File: src/rtl/digit_serial_subtractor.sv
// Digit-serial subtractor: diff = a - b - bin over WIDTH bits, DIGIT bits per
// clock, borrow carried between digits in a register. One operation in flight.
module digit_serial_subtractor #(
  parameter int WIDTH = 8,
  parameter int DIGIT = 2
) (
  input  logic             clk,
  input  logic             rst_n,
  input  logic             in_valid,
  output logic             in_ready,
  input  logic [WIDTH-1:0] a,
  input  logic [WIDTH-1:0] b,
  input  logic             bin,
  output logic             out_valid,
  input  logic             out_ready,
  output logic [WIDTH-1:0] diff,
  output logic             bout,
  output logic             ovf,
  output logic [1:0]       state_dbg
);

  localparam int N  = WIDTH / DIGIT;
  localparam int CW = (N > 1) ? $clog2(N) : 1;
  localparam int SW = (WIDTH > 1) ? $clog2(WIDTH) : 1;
  localparam logic [CW-1:0] LAST = CW'(N - 1);

  generate
    if ((DIGIT < 1) || ((WIDTH % DIGIT) != 0)) begin : g_bad_digit
      $error("digit_serial_subtractor: WIDTH must be a multiple of DIGIT");
    end
  endgenerate

  // Handshake: a transfer happens on a rising edge where valid and ready are
  // both 1. in_ready is high only in IDLE, out_valid only in DONE.
  typedef enum logic [1:0] {
    IDLE = 2'd0,
    RUN  = 2'd1,
    DONE = 2'd2
  } state_t;

  state_t           state_q, state_d;
  logic [WIDTH-1:0] a_q, a_d;
  logic [WIDTH-1:0] b_q, b_d;
  logic             borrow_q, borrow_d;
  logic [CW-1:0]    cnt_q, cnt_d;
  logic [WIDTH-1:0] diff_q, diff_d;
  logic             bout_q, bout_d;
  logic             ovf_q, ovf_d;

  logic [SW-1:0]    sel;
  logic [DIGIT:0]   step;

  always_comb begin
    state_d  = state_q;
    a_d      = a_q;
    b_d      = b_q;
    borrow_d = borrow_q;
    cnt_d    = cnt_q;
    diff_d   = diff_q;
    bout_d   = bout_q;
    ovf_d    = ovf_q;
    sel      = SW'(int'(cnt_q) * DIGIT);
    // One digit of the subtraction; the extra top bit is the outgoing borrow.
    step     = {1'b0, a_q[sel +: DIGIT]} - {1'b0, b_q[sel +: DIGIT]}
             - (DIGIT + 1)'(borrow_q);
    case (state_q)
      IDLE: begin
        if (in_valid) begin
          a_d      = a;
          b_d      = b;
          borrow_d = bin;
          cnt_d    = '0;
          diff_d   = '0;
          state_d  = RUN;
        end
      end
      RUN: begin
        diff_d[sel +: DIGIT] = step[DIGIT-1:0];
        borrow_d             = step[DIGIT];
        if (cnt_q == LAST) begin
          bout_d  = step[DIGIT];
          ovf_d   = (a_q[WIDTH-1] != b_q[WIDTH-1]) &&
                    (step[DIGIT-1] != a_q[WIDTH-1]);
          state_d = DONE;
        end else begin
          cnt_d = cnt_q + CW'(1);
        end
      end
      DONE: begin
        if (out_ready) state_d = IDLE;
      end
      default: state_d = IDLE;
    endcase
  end

  always_ff @(posedge clk or negedge rst_n) begin
    if (!rst_n) begin
      state_q  <= IDLE;
      a_q      <= '0;
      b_q      <= '0;
      borrow_q <= 1'b0;
      cnt_q    <= '0;
      diff_q   <= '0;
      bout_q   <= 1'b0;
      ovf_q    <= 1'b0;
    end else begin
      state_q  <= state_d;
      a_q      <= a_d;
      b_q      <= b_d;
      borrow_q <= borrow_d;
      cnt_q    <= cnt_d;
      diff_q   <= diff_d;
      bout_q   <= bout_d;
      ovf_q    <= ovf_d;
    end
  end

  assign in_ready  = (state_q == IDLE);
  assign out_valid = (state_q == DONE);
  assign diff      = diff_q;
  assign bout      = bout_q;
  assign ovf       = ovf_q;
  assign state_dbg = state_q;

endmodule

File: config.mk
export PLATFORM = sky130hd
export DESIGN_NAME = digit_serial_subtractor
export DESIGN_NICKNAME = d
export VERILOG_FILES = /design/src/rtl/digit_serial_subtractor.sv
export SDC_FILE = /design/constraint.sdc
export NUM_CORES = 1
export LEC_CHECK = 0
export ABC_AREA = 1
export BUFFER_PORTS_ARGS = -buffer_cell sky130_fd_sc_hd__buf_2
export CAP_MARGIN = 20
export CORE_MARGIN = 1
export CORE_UTILIZATION = 40
export DETAILED_ROUTE_END_ITERATION = 8
export PLACE_DENSITY_LB_ADDON = 0.3
export RECOVER_POWER = 25
export SKIP_LAST_GASP = 1
export SLEW_MARGIN = 20
export SYNTH_ARGS = -nofsm -noshare
export SYNTH_HDL_FRONTEND = slang
export SYNTH_SLANG_ARGS = --single-unit
File: constraint.sdc
create_clock -name clk -period 3 [get_ports clk]
set_clock_uncertainty 0.15 [all_clocks]
set_input_delay 0.3 -clock clk [delete_from_list [all_inputs] [get_ports clk]]
set_output_delay 0.3 -clock clk [all_outputs]
set_load 0.03 [all_outputs]
### After elaboration in Yosys (flattened, before gate mapping)

Index checks and enable logic that the tools add are counted.

* multiplexer cells: 12
* multiply operators: 0
* eq/ne operators: 9
* bitwise gates (word level): 0
* $add $sub $neg: 4
* reductions and logical operators: 8
* shift operators: 4
* divide/modulo/power cells: 0
* magnitude comparators: 0

Operators with widths (number)
* 8-bit case mux with 2 select lines: 1
* 8-bit by 4-bit variable part select with 2-bit output: 2
* 2-bit two-way mux: 5
* 8-bit bitwise mux: 1
* 8-bit two-way mux: 1
* 2-bit by 5-bit variable shift with 8-bit output, first input constant: 1
* 2-bit by 5-bit variable part select with 8-bit output: 1
* 2-bit != test, second input constant: 3
* 2-bit case mux with 3 select lines: 1
* 2-bit AND reduction: 3
* 3-bit AND reduction: 2
* 3-bit negator with 5-bit output: 1
* 2-bit == test, second input constant: 2
* 2-bit case mux with 2 select lines: 1
* 2-bit by 2-bit subtractor with 3-bit output: 1
* 3-bit by 1-bit subtractor with 3-bit output: 1
* 2-bit by 1-bit adder with 2-bit output, second input constant: 1
* 2-bit by 1-bit == test with 1-bit output, second input constant: 1
* 2-bit logical NOT: 1
* 1-bit != test: 2
* 2-bit by 1-bit != test with 1-bit output, second input constant: 1
* 1-bit case mux with 2 select lines: 1
* 2-bit nonzero test: 1
* 1-bit logical AND: 1
* 1-bit two-way mux: 1

* register bits: 31
* RAM bits: 0
* memories: 0
* input bits: 21
* logic and storage cells: 45
* output and inout bits: 14
* bits in read-only memories: 0
* bits in latches: 0

### Depth between registers and ports, before layout

* word-level depth: 6
* depth in mapped cells: 13
* mapped depth without buffers: 11

### Least setup slack after synthesis

No wires, ideal clock.

* path kind: register to register
* start point: register cnt_q[0]
* end point: register ovf_q, in the netlist ovf
* path slack: 0.486 ns
* cell stages (with the launch flop): 14
* buffers on the path: 2
* period minus slack after synthesis: 2.514 ns
* arrival time: 2.248 ns
* required time: 2.733 ns
* library setup time: 0.117 ns
* cell sequence: dfrtp_1 buf_4 inv_1 buf_4 nand2_1 o211ai_1 nand2_1 fa_1 fa_1 inv_1 nand3_1 nand2_1 nand2_1 nand2_1

* word-level cells in the longest chain between the ends: 5
* elaborated cells on any way between the ends: 8

Ends and longest elaborated chain
* start: declaration: RTL line 45 `logic [CW-1:0] cnt_q, cnt_d;`
* start signal: assignment: RTL line 111 `cnt_q <= cnt_d;`
* 8-bit by 4-bit variable part select with 2-bit output: RTL line 64 `step = {1'b0, a_q[sel +: DIGIT]} - {1'b0, b_q[sel +: DIGIT]}`
* 2-bit by 2-bit subtractor with 3-bit output: RTL line 64
* 3-bit by 1-bit subtractor with 3-bit output: RTL line 65 `- (DIGIT + 1)'(borrow_q);`
* 1-bit != test: RTL line 83 `(step[DIGIT-1] != a_q[WIDTH-1]);`
* 1-bit logical AND: RTL line 82 `ovf_d = (a_q[WIDTH-1] != b_q[WIDTH-1]) &&`
* end signal: assignment: RTL line 114 `ovf_q <= ovf_d;`
* end: declaration: RTL line 48 `logic ovf_q, ovf_d;`

Parallel ways exist; a longest one is shown, timed or not.
A chain may end at the register's enable or synchronous reset.

### Worst setup path in the final report

* start point: register cnt_q[0]
* end point: register diff_q[7], in the netlist diff[7]

* word-level cells in the longest chain between the ends: 6
* elaborated cells on any way between the ends: 9

Ends and longest elaborated chain
* 8-bit by 4-bit variable part select with 2-bit output: RTL line 64
* 2-bit by 2-bit subtractor with 3-bit output: RTL line 64
* 3-bit by 1-bit subtractor with 3-bit output: RTL line 65
* 2-bit by 5-bit variable part select with 8-bit output: RTL line 78 `diff_d[sel +: DIGIT] = step[DIGIT-1:0];`
* 8-bit bitwise mux *: RTL line 78
* 8-bit case mux with 2 select lines *: RTL line 66 `case (state_q)`
* end signal: assignment: RTL line 112 `diff_q <= diff_d;`
* end: declaration: RTL line 46 `logic [WIDTH-1:0] diff_q, diff_d;`

Mark *: on every way between the ends. The rest lies on a longest branch, timed or not.

==> metrics.yaml <==
power:
  leakagePower_nw: 1.01
  power_density_nw_per_um2: 1190
  vdd_ir_drop_max_v: 0.000407
hold_path:
  hold_path_class: "in2reg"
  hold-path-cell-count: 2
place:
  dp_worst_setup_slack_ns: 0.430
  placed_cells_incl_taps: 272
  place.detailed.hpwl_um: 2330
  io_buffer_count: 34
  placedInstanceArea_um2: 1790
  gp_congestion: 0.885
route:
  drt.antenna.violating_nets: 0
  drt_iter0_drc: 60
  routed_wirelength_um: 3340
  met2_wirelength_um: 1510
  route.vias.total: 1380
  wirelength_met1_um: 1630
  drt_first_pass_iters: 4
  route.top_layer_used: "met4"
  viasPerCell: 4.91
  post_drt_wl_per_cell_um: 11.9
  drc: 0
  wl_met3_um: 154
yosys:
  syn_nets: 224
  synth.largest_area_cell: "dfrtp_1"
  synth_sequential_area_ratio: 0.480
  syn-mean-instance-area_um2: 8.21
  syn_area_um2: 1620
  netlist.area_leader.share: 0.480
  synth.area.top_cells: "dfrtp_1, nand2_1, nand3_1"
  count_of_mapped_cells_out_of_synthesis: 197
  count_of_yosys_warnings_during_synthesis: 0
  synth_cell_types: 20
  ys_ff_latch: 31
final_layout:
  relative_area_change_from_synthesis_to_final_layout_pct: 15.6
  layout.cells.most_common_list: "nand2_1, nand3_1, dfrtp_1"
  layout.cell_area.non_filler_um2: 1870
  total_inserted_antenna_cells: 0
  fraction_of_layout_instances_using_a_drive_strength_above_1: 0.159
  stdcell_count: 281
  layout.nets: 259
  layout_commonest_cell: "nand2_1"
cts:
  cts_resized: 0
  cts.reportedPaths.clkPinSlew_ns: 0.07
  clock_sinks: 31
  cts-htree-levels: 2
  clk-insertion-delay-late_ns: 0.28
  tritoncts: "yes"
  clock_path_buffers: 2
  post_cts_buffers: 0
  clock_tree.root_cell: "clkbuf_8"
  cts-buffers-inserted: 5
  hold_buffers: 1
timing:
  final.period_utilization: 0.857
  finalWorstPathRequiredPeriod_ns: 2.57
  final_critical_path_setup_slack_ns: 0.429
  unrepaired_setup_endpoints_after_global_routing: "no"
  slew_headroom: -0.0951
  hold_ws_ns: 0.0396
  timing.final.setup_violations: 0
  worst-slew-pin-transition_ns: 1.64
  finalHoldViolCount: 0
  max_clock_freq_mhz: 389
  final-max-slew-violation-count: 32
  sum_of_negative_setup_slack_ns: 0
critical_path:
  r2r_cells: 9
  worstPathMaxFanout: 15
  crit_type: "reg2reg"
  required_worst_endpoint_ns: 3.06
  cp_data_arrival_time_ns: 2.63
  crit_path_start_kind: "flip-flop"
  critPathCaptureType: "flip-flop"
flow_run:
  max_cap_violations: 1
floorplan:
  std_cell_rows: 22
  ios: 35
  start_util: 0.429
  dieArea_um2: 4300
  floorplan.die.height_um: 65.6
  floorplan.core_area_um2: 3770
  die_width_um: 65.6
global_routing:
  first_pass_grt_wire_length_um: 6120
  total_routing_resource_utilization_after_global_routing: 0.187
  grt_pass1_vias: 1365
  grt.overflow.total: 0
  grt_max_degree: 32
  initial_antenna_violation_count: 0
run_status:
  run_status: "finished with violations"
  failing_checks: "capacitance limit, slew limit"
==> final timing paths <==
| check | from | to | slack [ns] |
|---|---|---|---|
| worst max-delay path | cnt_q[0] | diff[7] | 0.43 |
| worst min-delay path | out_ready | state_dbg[1] | 0.04 |
| worst max register to register | cnt_q[0] | diff[7] | 0.43 |
| worst min register to register | b_q[1] | b_q[1] | 0.32 |
| max in group asynchronous | rst_n | bout | 0.91 |
| min in group asynchronous | rst_n | state_dbg[0] | 0.82 |
==> cell usage after synthesis <==
cell / n
o31ai_1: 1
nand2_1: 77
dfrtp_1: 31
inv_2: 1
nand3_2: 3
ha_1: 4
o211ai_1: 3
buf_6: 2
nand3_1: 34
inv_1: 12
nor3_1: 5
nor2_4: 1
o21ai_0: 2
fa_1: 2
nand2_4: 1
buf_4: 4
nor2_1: 9
nand4_1: 2
buf_2: 2
nand3_4: 1
==> power breakdown <==
| part | total, mW | internal [mW] | switching (mW) |
|---|---|---|---|
| logic | 1.16 | 0.387 | 0.772 |
| registers | 0.751 | 0.601 | 0.150 |
| clock network | 0.309 | 0.162 | 0.147 |
| total | 2.22 | 1.15 | 1.07 |
==> sequential cells by signal, summed over array words and instances, names as in the netlist <==
signal / flops
a_q: 8
diff: 8
bout: 1
ovf: 1
borrow_q: 1
state_dbg: 2
cnt_q: 2
b_q: 8
==> metal layers <==
layer | vias up | global-route usage
li1 | 703 | -
met1 | 631 | 0.233
met2 | 40 | 0.307
met3 | 6 | 0.0538
met4 | 0 | 0.0652
met5 | - | 0
==> metrics by stage <==
stage,total power [mW],utilization
finish,2.22,0.496
floorplan,1.68,-
global placement,1.91,0.475
global route,2.45,0.496
detailed placement,1.93,0.475
CTS,2.25,0.500
==> cell type report <==
type	instances	area [µm²]
Clock buffer	7	76.3
Clock inverter	1	5.00
Fill cell	390	1900
Inverter	13	48.8
Multi-Input combinational cell	145	731
Sequential cell	31	776
Tap cell	48	60.1
Timing Repair Buffer	36	174
==> cells by family after synthesis <==
logic type	count (synthesis)	share of synthesized area
simple gates	133	0.371
fa+ha+maj	6	0.0557
buf+inv	21	0.0688
compound gates	6	0.0247
flops	31	0.480
==> worst max-delay path: stages (launching register included) <==
cell,delay [ns]
dfrtp_1,0.38
inv_1,0.30
nand2_1,0.10
o211ai_1,0.10
nand2_1,0.10
fa_1,0.42
fa_1,0.54
nor3_1,0.27
nand2_1,0.09
nand2_1,0.06
Power figures use the tool's default switching activity.
